`src/rtl/bx0_sync_monitor.sv`:
```
// rtl/bx0_sync_monitor.sv - local BXN counter with TTC BX0 sync check and ALCT bx0 match check
//
// Optional feature macro: BX0_ERR_CNT_EN
//   defined   : saturating sync/match error counters are built, cleared by cnt_reset
//   undefined : both error counts read 0 and cnt_reset has no effect
//
// The BXN counter free-runs once locked by the first TTC BX0; later BX0s are only
// checked against bxn_offset, never used to re-align the counter.

module bx0_sync_monitor #(
  parameter int MXBXN     = 12,
  parameter int LHC_CYCLE = 3564,
  parameter int MXCNT     = 8
) (
  input  logic             clock,
  input  logic             global_reset,
  input  logic             ttc_resync,
  input  logic             ttc_bx0,
  input  logic [MXBXN-1:0] bxn_offset,
  input  logic             alct_bx0,
  input  logic             alct_bx0_en,
  input  logic [3:0]       alct_bx0_delay,
  input  logic             cnt_reset,
  output logic [MXBXN-1:0] bxn_counter,
  output logic             bxn_run,
  output logic             clct_bx0,
  output logic             clct_bx0_sync_err,
  output logic             bx0_match_err,
  output logic [MXCNT-1:0] bx0_sync_err_cnt,
  output logic [MXCNT-1:0] bx0_match_err_cnt
);

  // Last legal BXN value and the cycle length widened by one bit so that
  // offset+1 can be compared without overflow.
  localparam logic [MXBXN-1:0] BXN_LAST  = MXBXN'(LHC_CYCLE - 1);
  localparam logic [MXBXN:0]   LHC_WIDE  = (MXBXN+1)'(LHC_CYCLE);

  typedef enum logic {
    IDLE = 1'b0,
    RUN  = 1'b1
  } state_t;

  state_t state;
  state_t state_nxt;

  logic [MXBXN:0]   offset_p1;
  logic [MXBXN:0]   offset_p1_wrapped;
  logic [MXBXN-1:0] bxn_load;
  logic [MXBXN-1:0] bxn_inc;
  logic             offset_valid;
  logic             sync_check;
  logic             sync_bad;
  logic [15:0]      dly_sr;
  logic             clct_bx0_dly;
  logic             match_nxt;
  logic             match_set;

  // State register: resync/BX0 sequencing of the local counter
  always_ff @(posedge clock) begin
    if (global_reset) begin
      state <= IDLE;
    end else begin
      state <= state_nxt;
    end
  end

  // Next-state: resync always returns to IDLE, even against a coincident BX0
  always_comb begin
    state_nxt = state;
    if (ttc_resync) begin
      state_nxt = IDLE;
    end else if ((state == IDLE) && ttc_bx0) begin
      state_nxt = RUN;
    end
  end

  // Output decode from registered state and counter
  always_comb begin
    bxn_run  = (state == RUN);
    clct_bx0 = (state == RUN) && (bxn_counter == '0);
  end

  // Counter arithmetic: offset+1 folded back into the LHC cycle, and run-time
  // increment with wrap. A single subtraction covers every offset the port can
  // carry as long as 2^MXBXN < 2*LHC_CYCLE, which holds for the default sizing.
  always_comb begin
    offset_p1         = {1'b0, bxn_offset} + (MXBXN+1)'(1);
    offset_p1_wrapped = (offset_p1 >= LHC_WIDE) ? (offset_p1 - LHC_WIDE) : offset_p1;
    bxn_load          = offset_p1_wrapped[MXBXN-1:0];
    bxn_inc           = (bxn_counter >= BXN_LAST) ? '0 : (bxn_counter + MXBXN'(1));
  end

  // Local BXN counter: parks on the offset in IDLE, free-runs in RUN
  always_ff @(posedge clock) begin
    if (global_reset) begin
      bxn_counter <= '0;
    end else if (ttc_resync) begin
      bxn_counter <= bxn_offset;
    end else if (state == IDLE) begin
      bxn_counter <= ttc_bx0 ? bxn_load : bxn_offset;
    end else begin
      bxn_counter <= bxn_inc;
    end
  end

  // Sync comparison: an out-of-cycle offset can never be reached by the
  // running counter, so it is treated as a guaranteed mismatch.
  always_comb begin
    offset_valid = ({1'b0, bxn_offset} < LHC_WIDE);
    sync_check   = (state == RUN) && ttc_bx0;
    sync_bad     = sync_check && !(offset_valid && (bxn_counter == bxn_offset));
  end

  // Sync error level: updated only at BX0 arrivals in RUN, survives resync
  always_ff @(posedge clock) begin
    if (global_reset) begin
      clct_bx0_sync_err <= 1'b0;
    end else if (sync_check) begin
      clct_bx0_sync_err <= sync_bad;
    end
  end

  // clct_bx0 history used to line the local marker up with the ALCT round trip
  always_ff @(posedge clock) begin
    if (global_reset || ttc_resync) begin
      dly_sr <= '0;
    end else begin
      dly_sr <= {dly_sr[14:0], clct_bx0};
    end
  end

  // Tap selection: delay 0 bypasses the shift register entirely
  always_comb begin
    clct_bx0_dly = (alct_bx0_delay == 4'd0) ? clct_bx0 : dly_sr[alct_bx0_delay - 4'd1];
    match_nxt    = alct_bx0_en && (state == RUN) && (clct_bx0_dly != alct_bx0);
    match_set    = match_nxt && !ttc_resync;
  end

  // Match error pulse: one clock per mismatched cycle, killed by resync
  always_ff @(posedge clock) begin
    if (global_reset || ttc_resync) begin
      bx0_match_err <= 1'b0;
    end else begin
      bx0_match_err <= match_nxt;
    end
  end

`ifdef BX0_ERR_CNT_EN

  // Saturating sync error count; the VME clear beats a coincident increment
  always_ff @(posedge clock) begin
    if (global_reset || cnt_reset) begin
      bx0_sync_err_cnt <= '0;
    end else if (sync_bad && (bx0_sync_err_cnt != '1)) begin
      bx0_sync_err_cnt <= bx0_sync_err_cnt + MXCNT'(1);
    end
  end

  // Saturating match error count, advanced on the same edge that raises the pulse
  always_ff @(posedge clock) begin
    if (global_reset || cnt_reset) begin
      bx0_match_err_cnt <= '0;
    end else if (match_set && (bx0_match_err_cnt != '1)) begin
      bx0_match_err_cnt <= bx0_match_err_cnt + MXCNT'(1);
    end
  end

`else

  logic unused_cnt_inputs;

  // Counters absent: readout is constant zero
  always_comb begin
    bx0_sync_err_cnt  = '0;
    bx0_match_err_cnt = '0;
    unused_cnt_inputs = cnt_reset ^ match_set;
  end

`endif

endmodule

```
`config.mk`:
```
export PLATFORM = sky130hd
export DESIGN_NAME = bx0_sync_monitor
export DESIGN_NICKNAME = d
export VERILOG_FILES = /design/src/rtl/bx0_sync_monitor.sv
export SDC_FILE = /design/constraint.sdc
export NUM_CORES = 1
export LEC_CHECK = 0
export CELL_PAD_IN_SITES_DETAIL_PLACEMENT = 1
export CELL_PAD_IN_SITES_GLOBAL_PLACEMENT = 2
export CORE_MARGIN = 3
export CORE_UTILIZATION = 27
export DETAILED_ROUTE_END_ITERATION = 10
export PLACE_DENSITY = 0.8
export SLEW_MARGIN = 20
export SYNTH_ARGS = -nofsm -noshare
export SYNTH_HDL_FRONTEND = slang
export SYNTH_SLANG_ARGS = --single-unit
```
`constraint.sdc`:
```
create_clock -name clock -period 2.54 [get_ports clock]
set_clock_uncertainty 0.05 [all_clocks]
set_input_delay 0.254 -clock clock [delete_from_list [all_inputs] [get_ports clock]]
set_output_delay 0.254 -clock clock [all_outputs]
set_load 0.01 [all_outputs]
```
---- Word-level counts from Yosys, hierarchy flattened ----
Index checks and enable logic that the tools add are counted.
storage, ports and cells
  bits in registers ....................... 31
  input bits .............................. 23
  output and inout bits ................... 32
  word-level logic and storage cells ...... 36
cells by class
  $add $sub $neg .......................... 4
  magnitude comparators ................... 4
  equality and inequality tests ........... 2
  mux-type cells .......................... 8
  bitwise operators ....................... 1
  reductions and logical operators ........ 12
operator list
  kind                                                   count
  2-to-1 mux 12 bit                                      5
  adder 12 x 1 -> 13 bit, second input constant          1
  >= comparator 13 x 12 -> 1 bit, second input constant  1
  adder 12 x 1 -> 12 bit, second input constant          1
  equality test 12 bit                                   1
  >= comparator 12 bit, second input constant            1
  logical NOT 12 bit                                     1
  < comparator 12 bit, second input constant             1
  subtractor 12 bit, second input constant               1
  logical AND 1 bit                                      7
  < comparator 4 x 5 -> 1 bit, second input constant     1
  binary-select mux 1 bit (select 4 bit)                 1
  logical NOT 4 bit                                      1
  subtractor 4 x 1 -> 4 bit, second input constant       1
  2-to-1 mux 1 bit                                       2
  OR reduction 2 bit                                     1
  logical NOT 1 bit                                      1
  logical OR 1 bit                                       1
  != test 1 bit                                          1
  NOT 1 bit                                              1

---- Longest topological paths before layout ----
  word-level depth ........................ 6
  gate-level depth with buffers ........... 12
  depth with buffers taken out ............ 11

---- Worst setup path after synthesis ----
OpenSTA, ideal clock, no wires.
  path kind ............................... input -> register
  start point ............................. input port bxn_offset[0]
  end point ............................... register bxn_counter[6]
  library setup time ...................... 0.076 ns
  data arrival time ....................... 2.320 ns
  required time ........................... 2.414 ns
  path slack .............................. 0.094 ns
  stages .................................. 9
  buffers on the path ..................... 1
  cells stage by stage .................... ha_1 buf_4 nand4_2 or4_1 and3_1 o21bai_1 a21oi_2 mux2_1 o22ai_1
on the way
  longest elaborated chain between the ends .. 6
  elaborated cells on any way between the ends .. 7
  classes of those cells .................. 2 x add/sub; 1 x order compare; 4 x mux
ends and longest elaborated chain
  element                                                              RTL line  text
  from (decl)                                                          19        input logic [MXBXN-1:0] bxn_offset,
  adder 12 x 1 -> 13 bit *                                             87        offset_p1 = {1'b0, bxn_offset} + (MXBXN+1)'(1);
  subtractor 12 bit or >= comparator 13 x 12 -> 1 bit (tied branches)  88        offset_p1_wrapped = (offset_p1 >= LHC_WIDE) ? (offset_p1 - LHC_WIDE) : offset_p1;
  2-to-1 mux 12 bit *                                                  88
  2-to-1 mux 12 bit *                                                  100       bxn_counter <= ttc_bx0 ? bxn_load : bxn_offset;
  2-to-1 mux 12 bit *                                                  99        end else if (state == IDLE) begin
  2-to-1 mux 12 bit *                                                  97        end else if (ttc_resync) begin
  to (signal assigned)                                                 98        bxn_counter <= bxn_offset;
  to (signal assigned)                                                 100
  to (signal assigned)                                                 102       bxn_counter <= bxn_inc;
  to (decl)                                                            24        output logic [MXBXN-1:0] bxn_counter,
Every way passes the cells marked *; elsewhere a longest branch is shown, timed or not.
A chain may end at the register's enable or synchronous reset.

---- Final worst setup path ----
  start point ............................. input port bxn_offset[1]
  end point ............................... register bxn_counter[6]
The elaborated chain is that of the path after synthesis.

==> results by group <==
Logic synthesis
  – Post-Synth XOR/XNOR Area: between 10% and 20%
  – Synth Area in Simple Gates: a little over a quarter
  – Netlist Area Pre-Place: around 2600 µm²
  – Ys async rst share: 0%
  – Post-synthesis mux area share: under 10%
  – EDFF count, synth: 0
  – Post-synth top flop: dfxtp_1
  – Synth unique cells: a little over 60
  – Seq/Total Area, Yosys: 23.4%
  – Synth Area in Compound Gates: 19.8%
  – Syn_area_per_cell: about 7.9 µm²
  – Largest family of logic cells by synthesized area: simple AND/OR/NAND/NOR gates
  – Cells after Synth: 337
  – Post-Synth Adder-Cell Area: 3.31%
  – Yosys warns: 0
  – Yosys reg bits: 31

Clock network
  – Root buffer cell: clkbuf_8
  – CTS sink count: 31
  – H-tree depth: 2
  – CTS max path bufs: 2
  – Cts hold-fix bufs: 0
  – Number of CTS-inserted buffers: 5
  – CTS tree: done
  – Worst-Skew Late Latency: about 0.28 ns
  – Clock Pin Slew Worst Setup and Hold Paths: about 0.07 ns

Critical path
  – Worst reg2reg path endpoint: bxn_counter[9]$_SDFF_PP0_
  – Crit path capture: bxn_counter[6]$_SDFF_PP0_
  – Data required time at the worst endpoint: ~2.7 ns
  – Critical-path cell list: dlygate4sd2_1 > ha_2 > buf_4 > xor2_1 > ha_2 > a32o_1 > nand4_1 > a21oi_2 > mux2_1 > o22ai_1
  – Worst Setup Start Kind: primary input
  – Reg2reg path depth: 6
  – Levels on crit path: 10
  – Crit path kind: in2reg
  – Crit-path slowest cell: mux2_1
  – Worst flop-to-flop path startpoint: bxn_counter[3]$_SDFF_PP0_
  – Worst Path Buf+Inv: 2
  – Crit end category: flop
  – Crit path DAT: 2.68 ns
  – Top Family by Delay on Critical Path: compound AO/OA/AOI/OAI gates
  – Crit-path max FO: 8
  – Critical Path Most Common Cell: ha_2
  – Worst path max stage delay: approximately 0.34 ns
  – Crit path from: bxn_offset[1]
  – R2r setup slk: ~0.45 ns

STA
  – Setup-failing EPs final: 0
  – Final Hold Viols: 0
  – Setup TNS: 0 ns
  – Rel. slew slack: between 50 and 60%
  – Tightest Pin Transition: 0.601 ns
  – Max-slew violations: 0
  – Hold_ws: approximately 0.42 ns
  – Post-route minimum period: ~2.5 ns
  – Crit share post-route: around 100%
  – Peak Freq: 0.395 GHz

Worst hold path
  – Min-Delay Path Class: reg2reg
  – Min-delay src: dly_sr[10]$_SDFF_PP0_

Global route
  – Initial antenna violation count: 0
  – Vias in the first global route: a little under 3000
  – Total GRT Usage: approximately 18%
  – Grt total ovfl: 0
  – Largest net degree at the start of global routing: 19
  – First-pass GRT wire length: approximately 16000 µm

Pwr
  – Peak supply drop: around 0.00017 V
  – Lkg Pwr: 0.00157 µW
  – Pwr per Cell Area: around 370 nW/µm²

Placement
  – Port Buffers: 37
  – Final RePlAce weighted congestion: roughly 0.9
  – Post-DP HPWL: ~7900 µm
  – Dpl cell area: roughly 3600 µm²

Cells and area
  – Final #Nets: around 470
  – N_diodes: 0
  – Most common cell after layout, fill and taps aside: buf_4
  – Most frequent cells in the layout: 80 x buf_4, 31 x dfxtp_1, 31 x clkdlybuf4s50_1
  – Post-layout instance area: roughly 3800 µm²
  – Layout cell share with drive strength beyond 1: between 20% and 30%
  – Area Growth Syn to Fin: 42.9%

Die
  – Starting Density: between 20% and 30%
  – Die area: approximately 11000 µm²
  – Chip width: between 100 and 150 µm
  – CORE AREA: 9370 µm²
  – Row count: 35
  – Die Y: roughly 110 µm
  – I/O pins: 55

Route
  – Vias/cell: roughly 5.1
  – First-pass DRT Iterations: 4
  – Post-route DRC violation count: 0
  – Post-route ant nets: 0
  – WL/cell: 17.7 µm
  – 1st-iter DRT viols: 211
  – Routed wire length: approximately 10000 µm
  – Via count: around 2900

Run
  – Max_cap viols: 0

Run status
  – Run status: completed
## cell families (layout without fill, tap and decap cells)
group | after synthesis | in the layout
compound gates | 73 | 73
mux | 10 | 10
other cells | 1 | 16
fa+ha+maj | 7 | 7
xor+xnor | 32 | 32
simple gates | 132 | 132
flops | 31 | 31
buf+inv | 51 | 137
## worst min path at each step
stage / endpoint / cells after the start
floorplan: bx0_match_err$_SDFF_PP0_ / 2
global placement: dly_sr[11]$_SDFF_PP0_ / 1
detailed placement: dly_sr[11]$_SDFF_PP0_ / 1
CTS: dly_sr[15]$_SDFF_PP0_ / 1
global route: dly_sr[11]$_SDFF_PP0_ / 1
finish: dly_sr[11]$_SDFF_PP0_ / 1
## layout make-up
type                            count  area, µm²
Fill cell                        1182       5590
Multi-Input combinational cell    270       1900
Timing Repair Buffer              117        975
Sequential cell                    31        621
Tap cell                          129        161
Clock buffer                        6       72.6
Inverter                           12       45.0
Clock inverter                      2       12.5
## cell usage after synthesis (all sizes together), types with 5 or more instances
cell,number,area [µm²]
clkbuf,16,60.1
nand3,11,60.1
nor2,30,115
inv,12,45.0
xnor2,16,140
o21ai,18,90.1
ha,7,87.6
nand2,27,101
a21oi,14,77.6
nor4,6,37.5
and3,6,37.5
nand4,9,68.8
nor3,10,50.1
xor2,16,140
mux4,5,113
and2,19,120
buf,23,160
dfxtp,31,621
## metal layers
metal	vias up	share of wire (%)	track usage, %
met2	92	46	29.0
li1	1384	-	-
met3	13	4.8	2.59
met5	-	0	0
met4	0	1.5	3.75
met1	1407	48	25.0
## where the power goes
part	internal [µW]	total, µW	switching, µW	leakage, µW
logic	229	468	239	0.00128
registers	503	539	35.6	0.000253
clock network	192	395	203	0.0000412
total	924	1400	477	0.00157
## flip-flops by register name (all words and copies together) (netlist names)
register,flops
bxn_run,1
dly_sr,16
bxn_counter,12
bx0_match_err,1
clct_bx0_sync_err,1
## stage by stage
| stage | setup WS, ns | total power [µW] | std cells | util [%] |
|---|---|---|---|---|
| 2_1_floorplan | 0.0941 | 780 | 352 | - |
| 3_3_place_gp | -0.453 | 985 | 555 | 38.3 |
| 3_5_place_dp | -0.500 | 994 | 555 | 38.3 |
| 4_1_cts | 0.0223 | 1390 | 564 | 39.6 |
| 5_1_grt | -0.0635 | 1480 | 567 | 40.4 |
| 6_report | 0.0115 | 1400 | 567 | 40.4 |
## worst reg2reg max path, stage by stage (launching register included)
cell and delay (ns):
dfxtp_1 0.53, nand3_1 0.15, nor3_1 0.48, nand3_1 0.17
xnor2_1 0.16, a222oi_1 0.32, a21oi_1 0.11
## what timing repair did
action / in CTS / in global routing
setup buffers: 1 / 3
gates cloned: 0 / 0
pin swaps: 4 / 4
endpoints found under the setup margin: 10 / 8
gates resized for setup: 12 / 11
Note: power is estimated with default switching activity, not from simulation.
